**config.mk**
```make
export PLATFORM = sky130hd
export DESIGN_NAME = branch_ext
export DESIGN_NICKNAME = d
export VERILOG_FILES = /design/src/rtl/branch_ext.sv
export SDC_FILE = /design/constraint.sdc
export NUM_CORES = 1
export LEC_CHECK = 0
export ABC_AREA = 1
export CAP_MARGIN = 0
export CORE_MARGIN = 3
export CORE_UTILIZATION = 43
export CTS_CLUSTER_DIAMETER = 30
export DETAILED_ROUTE_END_ITERATION = 10
export GPL_TIMING_DRIVEN = 0
export PLACE_DENSITY = 0.84
export SETUP_SLACK_MARGIN = 0.4
export SLEW_MARGIN = 20
export SYNTH_ARGS = -nofsm -noshare
export SYNTH_HDL_FRONTEND = slang
export SYNTH_SLANG_ARGS = --single-unit
```
**constraint.sdc**
```tcl
create_clock -name clk -period 1.85 [get_ports clk]
set_clock_uncertainty 0.05 [all_clocks]
set_input_delay 0.185 -clock clk [delete_from_list [all_inputs] [get_ports clk]]
set_output_delay 0.185 -clock clk [all_outputs]
set_load 0.03 [all_outputs]
```
**src/rtl/branch_ext.sv**
```systemverilog
// B/BL offset extender: combinational byte offset, plus one registered stage with branch target.
// Latency: out is 0 cycles, out_q/target/out_valid are 1 cycle; no backpressure, one input per cycle.
module branch_ext #(
   parameter logic [31:0] PC_BIAS = 32'd8
) (
   input  logic        clk,
   input  logic        reset,
   input  logic [23:0] ofst,
   input  logic [31:0] pc,
   input  logic        in_valid,
   output logic [31:0] out,
   output logic [31:0] out_q,
   output logic [31:0] target,
   output logic        out_valid
);

   logic [31:0] offset_d, offset_q;
   logic [31:0] target_d, target_q;
   logic        valid_d, valid_q;

   assign out = {{6{ofst[23]}}, ofst, 2'b00};

   always_comb begin
      offset_d = offset_q;
      target_d = target_q;
      valid_d  = 1'b0;
      if (in_valid) begin
         offset_d = out;
         // Plain 32-bit add wraps silently, which matches two's-complement offsets.
         target_d = pc + PC_BIAS + out;
         valid_d  = 1'b1;
      end
   end

   always_ff @(posedge clk) begin
      if (reset) begin
         offset_q <= 32'h0;
         target_q <= 32'h0;
         valid_q  <= 1'b0;
      end else begin
         offset_q <= offset_d;
         target_q <= target_d;
         valid_q  <= valid_d;
      end
   end

   assign out_q     = offset_q;
   assign target    = target_q;
   assign out_valid = valid_q;

endmodule

```
# After elaboration in Yosys (flattened, before gate mapping)
# Index checks and enable logic that the tools add are counted.
# Widths: inputs -> output; s select.
# word_totals
input_bits	59
regBits	57
wordCells	6
output_inout_bits	97
# op_classes
addsub	2
n_mux	1
# ops
operator	count
$add 32x32->32	1
$add 32x4->32 const B	1
$mux 1	1

# Logic depth before layout (Yosys ltp)
# Gate-level depths: netlist (run 1).
# depth
ltp_word	2
depth_mapped	16
depth_no_buf	16

# Worst setup path before layout (run 1)
# No wires, ideal clock.
# synth_timing
path_type	input to register
from	input ofst[1]
to	register target_q[31], in the netlist target[31]
setup_slack_ns	-0.138
cell_stages	15
t_arrival_ns	1.829
n_path_buf	0
t_required_ns	1.691
setup_time_ns	0.109
cell_sequence	inv_1 -> ha_1 -> inv_1 -> ha_1 -> fa_1 -> nand3_1 -> nand3_2 -> nand3_2 -> nand3b_4 -> nand2_1 -> nand2_1 -> nand2_1 -> nand3_1 -> nand2_1 -> inv_1
# synth_between
elab_chain_len	1
# synth_rtl
element	line	source
start, declared	8	input logic [23:0] ofst,
$add 32x32->32	30	target_d = pc + PC_BIAS + out;
end signal, assigned	42	target_q <= target_d;
end, declared	18	logic [31:0] target_d, target_q;
# Every way passes these cells.
# A chain may end at the register's enable or synchronous reset.

# Worst setup path after layout (run 1)
# layout_timing
from	input ofst[1]
to	register target_q[27], in the netlist target[27]
# Same word-level chain as after synthesis.

==> results of run 1 <==
-- repair_timing --
item | CTS | global route
gates cloned | 0 | 0
setup buffers | 27 | 4
resized for setup | 342 | 34
setup endpoints to repair | 121 | 40
pin swaps | 93 | 27
-- layout make-up --
class | instances | area [µm²]
clock buffers | 11 | 253
flip-flops and latches | 57 | 1140
multi-input cells | 541 | 4270
clock inverters | 5 | 77.6
well taps | 140 | 175
plain buffers | 57 | 370
repair buffers | 180 | 1620
fillers | 798 | 2600
inverters | 112 | 440
-- sequential cells by signal, indices dropped and copies added, names as in the netlist --
| register | flops |
|---|---|
| target | 32 |
| out_q | 24 |
| out_valid | 1 |
-- placed cells by master (no fill, tap or decap), types with 4 or more instances in the layout --
cell | synthesis | final
ha_4 | 0 | 57
clkdlybuf4s50_1 | 0 | 20
o21ai_1 | 7 | 14
clkdlybuf4s15_2 | 0 | 19
buf_2 | 5 | 17
a21oi_1 | 19 | 8
nand2_4 | 0 | 27
xnor2_1 | 10 | 4
nand3_1 | 40 | 28
buf_4 | 40 | 69
o21ai_0 | 39 | 32
nor2_2 | 4 | 13
dfxtp_1 | 57 | 56
nand2_1 | 189 | 121
nand3_4 | 0 | 5
nand3_2 | 6 | 13
dlymetal6s2s_1 | 0 | 5
inv_2 | 1 | 8
clkdlybuf4s15_1 | 0 | 9
clkbuf_1 | 12 | 12
conb_1 | 1 | 4
dlygate4sd2_1 | 0 | 80
inv_1 | 110 | 100
xnor2_2 | 0 | 6
xor2_1 | 7 | 7
a21oi_2 | 2 | 10
nand2_2 | 13 | 54
nor2_1 | 129 | 111
buf_6 | 0 | 4
nor2_4 | 6 | 15
clkbuf_16 | 0 | 9
nand4_1 | 4 | 4
-- cells by family (layout without fill, tap and decap cells) --
| kind of cell | Yosys count | after routing | share of synthesized area, % |
|---|---|---|---|
| buf+inv | 169 | 365 | 16.2 |
| xor+xnor | 17 | 17 | 3.06 |
| flops | 57 | 57 | 23.4 |
| other cells | 1 | 4 | 0.0770 |
| fa+ha+maj | 58 | 58 | 15.1 |
| compound gates | 69 | 69 | 7.35 |
| simple gates | 393 | 393 | 34.8 |
-- metal layers --
layer	GRT usage [%]	vias up	wire length [µm]
li1	-	2712	-
met1	30.4	2526	7000
met2	45.0	214	8410
met3	7.22	42	1170
met4	10.2	0	500
met5	0	-	0
-- worst max-delay path by stage --
stage	end	slack [ps]	depth (start not counted)
floorplan	target[31]	20	15
global placement	target[27]	-1040	12
detailed placement	target[27]	-1060	12
CTS	target[23]	80	16
global route	target[27]	-40	16
finish	target[27]	10	16
-- critical path: stages --
cell     delay (ps)
buf_12           90
inv_12           30
ha_4            260
inv_4            30
ha_4            160
fa_2            390
nand3_2         100
nand3_4         130
nand2_2         120
nand2_4          80
nand2_4          70
nand3_2          80
nand2_2          90
nand3_2          80
nand2_1          90
inv_1            40
-- per-stage QoR --
| step | util (%) | hold WS [ps] | area (µm²) | TNS [ps] | total power [mW] |
|---|---|---|---|---|---|
| 6_report | 76.3 | 97.5 | 8340 | 0 | 6.05 |
| 5_1_grt | 76.3 | 115 | 8340 | -107 | 6.32 |
| 4_1_cts | 74.9 | 89.3 | 8200 | 0 | 5.94 |
| 3_5_place_dp | 66.9 | 425 | 7320 | -21310 | 3.83 |
| 3_3_place_gp | 66.9 | 417 | 7320 | -20390 | 3.80 |
| 2_1_floorplan | - | 264 | 5650 | 0 | 3.05 |
-- where the power goes --
part           internal [mW]  total, mW  switching [mW]
Combinational           1.19       2.80            1.62
Sequential              1.35       1.41          0.0584
Clock                   1.25       1.84           0.599
Total                   3.78       6.05            2.27
==> impl_metrics.env, run 1 <==
export IMPL_rsz0062_at_grt="true"
export IMPL_worstHoldPathType="in2reg"
export IMPL_first_pass_iters=6
export IMPL_outcome="finished, final reports clean"
export IMPL_antenna_found_initial=0
export IMPL_hp_start="ofst[7]"
export IMPL_final_max_slew_viol_count=0
export IMPL_crit_start="ofst[1]"
export IMPL_fin_crit_ps=1840
export IMPL_max_cap_violations=0
export IMPL_synthCells=764
export IMPL_rows=38
export IMPL_p_leak_nw=4.22
export IMPL_fin_ws_ps=11.1
export IMPL_tightest_slew_ps=642
export IMPL_synth_top_flop_cell="dfxtp_1"
export IMPL_r2r_start="target[6]"
export IMPL_cts_tree="yes"
export IMPL_setup_viol=0
export IMPL_clock_path_buffers=2
export IMPL_instances_no_fill=1103
export IMPL_synth_area_leader_cell="dfxtp_1"
export IMPL_required_ps=2030
export IMPL_layout_drive_gt1_share_pct=35.8
export IMPL_yosysSeqAreaShare_pct=23.4
export IMPL_powerDensity_nw_per_um2=726
export IMPL_grt_pass1_wl_um=26700
export IMPL_drtIter0Drc=296
export IMPL_synth_distinct_cells=27
export IMPL_hold_depth=3
export IMPL_numPortBuffers=149
export IMPL_dpl_cell_count=1056
export IMPL_die_w_um=112
export IMPL_ys_top_cells_by_count="nand2_1 (189), nor2_1 (129), inv_1 (110)"
export IMPL_vias=5494
export IMPL_dp_slack_ps=-1060
export IMPL_grt_max_degree=16
export IMPL_syn_cell_area_um2=4870
export IMPL_cts_buffers=9
export IMPL_grt_pass1_vias=5563
export IMPL_hold_end="out_q[9]"
export IMPL_async_flop_share_pct=0
export IMPL_gp_congestion=0.908
export IMPL_remaining_drc_errors=0
export IMPL_crit_fanout=4
export IMPL_antennaDiodeCount=0
export IMPL_die_y_um=112
export IMPL_final_hold_viol_count=0
export IMPL_fin_nets=1075
export IMPL_overflow=0
export IMPL_grt_use_total_pct=26.0
export IMPL_yosys_top_cells_area="dfxtp_1 (23%), ha_1 (15%), nand2_1 (15%), nor2_1 (9.9%), inv_1 (8.5%)"
export IMPL_ios=156
export IMPL_antenna_left=0
export IMPL_root_buffer="clkbuf_16"
export IMPL_path_clk_slew_ps=60
export IMPL_peakVddDrop_mv=0.654
export IMPL_r2r_slack_ps=960
export IMPL_dieArea_um2=12600
export IMPL_core_area_um2=10900
export IMPL_vias_per_cell=4.98
export IMPL_synth_warnings=0
export IMPL_worstSetupPathType="in2reg"
export IMPL_start_kind="input port"
export IMPL_setup_worst_path_end_class="flop"
export IMPL_fmax_mhz=544
export IMPL_maxSlewHeadroom_pct=57.2
export IMPL_htree_levels=3
export IMPL_initial_core_util_pct=44.5
export IMPL_hpwlAfterDp_um=11700
export IMPL_synth_edf_count=0
export IMPL_syn2layout_area_growth_pct=71.3
export IMPL_ys_ff_latch=57
export IMPL_synth_top_area_share_pct=23.4
export IMPL_routedWlPerCell_um=15.5
export IMPL_cts_sinks=57
export IMPL_crit_arrival_ps=2020
export IMPL_avgSynthCellArea_um2=6.37
export IMPL_routed_wl_um=17100
export IMPL_yosysMostFrequentCell="nand2_1"
export IMPL_cts_hold_buf=0
export IMPL_r2r_end="target[6]"
export IMPL_rr_worst_depth=4
export IMPL_post_route_period_util_pct=99.4
export IMPL_clock_latency_ps=330
No activity file was read; power rests on OpenSTA's default activity.
==> run 2: changes to the inputs <==
- TNS_END_PERCENT: unset -> 20
==> run 2 against run 1 <==
Net effect: design area up 1.4%; count of clock-buffer cells in the layout up 3; via count grew 6.2%; sequential share of layout area shrank 0.21 points; final cell count about the same; worst hold slack better by 18 ps; largest cell class unchanged.
==> impl_metrics.env, run 2 (synthesized netlist as in run 1, its figures left out) <==
export IMPL_worstSetupPathType="in2reg"
export IMPL_grt_use_total_pct=27.9
export IMPL_core_area_um2=10900
export IMPL_layout_drive_gt1_share_pct=35.8
export IMPL_final_cell_area_um2=8460
export IMPL_setup_worst_path_end_class="flop"
export IMPL_peakVddDrop_mv=0.599
export IMPL_fin_util_pct=77.4
export IMPL_path_clk_slew_ps=50
export IMPL_crit_buf_inv=4
export IMPL_pwr_share_clk_pct=28.7
export IMPL_required_ps=2030
export IMPL_vias_per_cell=5.30
export IMPL_remaining_drc_errors=0
export IMPL_worst_path_max_delay_cell="fa_2"
export IMPL_routed_wl_um=19100
export IMPL_first_pass_iters=5
export IMPL_die_w_um=112
export IMPL_vias=5837
export IMPL_cts_hold_buf=0
export IMPL_initial_core_util_pct=44.5
export IMPL_p_leak_nw=4.80
export IMPL_fmax_mhz=545
export IMPL_grt_pass1_wl_um=28700
export IMPL_ios=156
export IMPL_htree_levels=3
export IMPL_antennaDiodeCount=0
export IMPL_powerDensity_nw_per_um2=719
export IMPL_hpwlAfterDp_um=10900
export IMPL_fin_crit_ps=1830
export IMPL_antenna_left=0
export IMPL_syn2layout_area_growth_pct=73.8
export IMPL_critical_path_max_stage_delay_ps=390
export IMPL_whs_ps=115
export IMPL_power_internal_mw=3.76
export IMPL_dp_slack_ps=-1120
export IMPL_worstHoldPathType="in2reg"
export IMPL_rows=38
export IMPL_crit_fanout=4
export IMPL_clock_path_buffers=2
export IMPL_setup_viol=0
export IMPL_switching_power_mw=2.33
export IMPL_start_kind="input port"
export IMPL_cts_buffers=9
export IMPL_dieArea_um2=12600
export IMPL_fin_nets=1074
export IMPL_grt_max_degree=16
export IMPL_fin_ws_ps=15.6
export IMPL_gp_congestion=0.922
export IMPL_crit_arrival_ps=2020
export IMPL_max_cap_violations=0
export IMPL_power_frac_comb_pct=48.2
export IMPL_grt_pass1_vias=5944
export IMPL_overflow=0
export IMPL_drtIter0Drc=500
export IMPL_largest_reg_flops=32
export IMPL_cts_tree="yes"
export IMPL_clock_latency_ps=330
export IMPL_layout_cells_most_common_list="nand2_1 (121), nor2_1 (116), inv_1 (99)"
export IMPL_antenna_found_initial=0
export IMPL_post_route_period_util_pct=99.2
export IMPL_maxSlewHeadroom_pct=55.4
export IMPL_numPortBuffers=149
export IMPL_rsz0062_at_grt="true"
export IMPL_layout_commonest_cell="nand2_1"
export IMPL_outcome="finished, final reports clean"
export IMPL_placed_area_um2=6610
export IMPL_die_y_um=112
export IMPL_routedWlPerCell_um=17.3
export IMPL_final_max_slew_viol_count=0
export IMPL_crit_family="simple AND/OR/NAND/NOR gates"
export IMPL_root_buffer="clkbuf_16"
export IMPL_tightest_slew_ps=669
export IMPL_cts_sinks=57
export IMPL_switching_share_pct=38.2
export IMPL_final_hold_viol_count=0
export IMPL_timing_critical_path_cells="buf_12 -> inv_12 -> ha_4 -> inv_4 -> ha_4 -> fa_2 -> nand3_2 -> nand3_4 -> nand2_2 -> nand2_4 -> nand2_2 -> nand3_1 -> nand2_1 -> nand3_1 -> nand2_1 -> inv_1"
export IMPL_p_seq_share_pct=23.1
-- run 2: worst paths after layout --
kind / from / to / slack, ps / cells after the start
setup / recovery: ofst[1] / target[27] / 20 / 16
hold / removal: ofst[13] / out_q[15] / 120 / 3
setup reg to reg: out_q[25] / out_q[25] / 1050 / 2
hold reg to reg: target[12] / target[12] / 430 / 2
-- run 2: metal layers --
layer | global-route usage, % | vias up | wire [µm]
met5 | 0 | - | 0
met4 | 11.9 | 0 | 918
met3 | 7.55 | 86 | 1600
met2 | 49.1 | 346 | 9410
met1 | 31.6 | 2691 | 7130
li1 | - | 2714 | -
-- run 2: area by class of cell --
type / count / area [µm²]
multi-input combinational: 541 / 4240
fill: 685 / 2480
timing repair buffer: 179 / 1780
sequential: 57 / 1140
inverter: 112 / 440
buffer: 57 / 370
clock buffer: 14 / 274
tap: 140 / 175
clock inverter: 2 / 35.0
-- run 2: tightest hold or removal path, cell delays in order --
cell and delay [ps]:
buf_2 130, nor2_1 50, nor2_1 90
-- run 2: metrics by stage --
stage	total power, mW	cells	TNS (ps)
floorplan	2.77	767	0
global placement	3.47	1056	-21490
detailed placement	3.49	1056	-21940
CTS	5.83	1095	0
global route	6.32	1102	-188
finish	6.09	1102	0
-- run 2: what timing repair did --
action / in CTS / in global routing
pin swaps: 96 / 30
resized for setup: 321 / 125
endpoints found under the setup margin: 121 / 102
buffers inserted: 23 / 7
cloned: 0 / 0
-- run 2: power by group through the flow --
| stage | clock, mW | combinational [mW] | sequential (mW) |
|---|---|---|---|
| 4_1_cts | 1.75 | 2.68 | 1.41 |
| 5_1_grt | 1.79 | 3.11 | 1.42 |
| 6_report | 1.75 | 2.93 | 1.41 |
| 2_1_floorplan | 0 | 1.12 | 1.65 |
| 3_3_place_gp | 0 | 2.04 | 1.42 |
| 3_5_place_dp | 0 | 2.06 | 1.43 |
==> run 3: changes to the inputs <==
- TNS_END_PERCENT: 20 -> unset
==> results of run 3 <==
The final DEF is identical to that of run 1; final timing and power are the same.
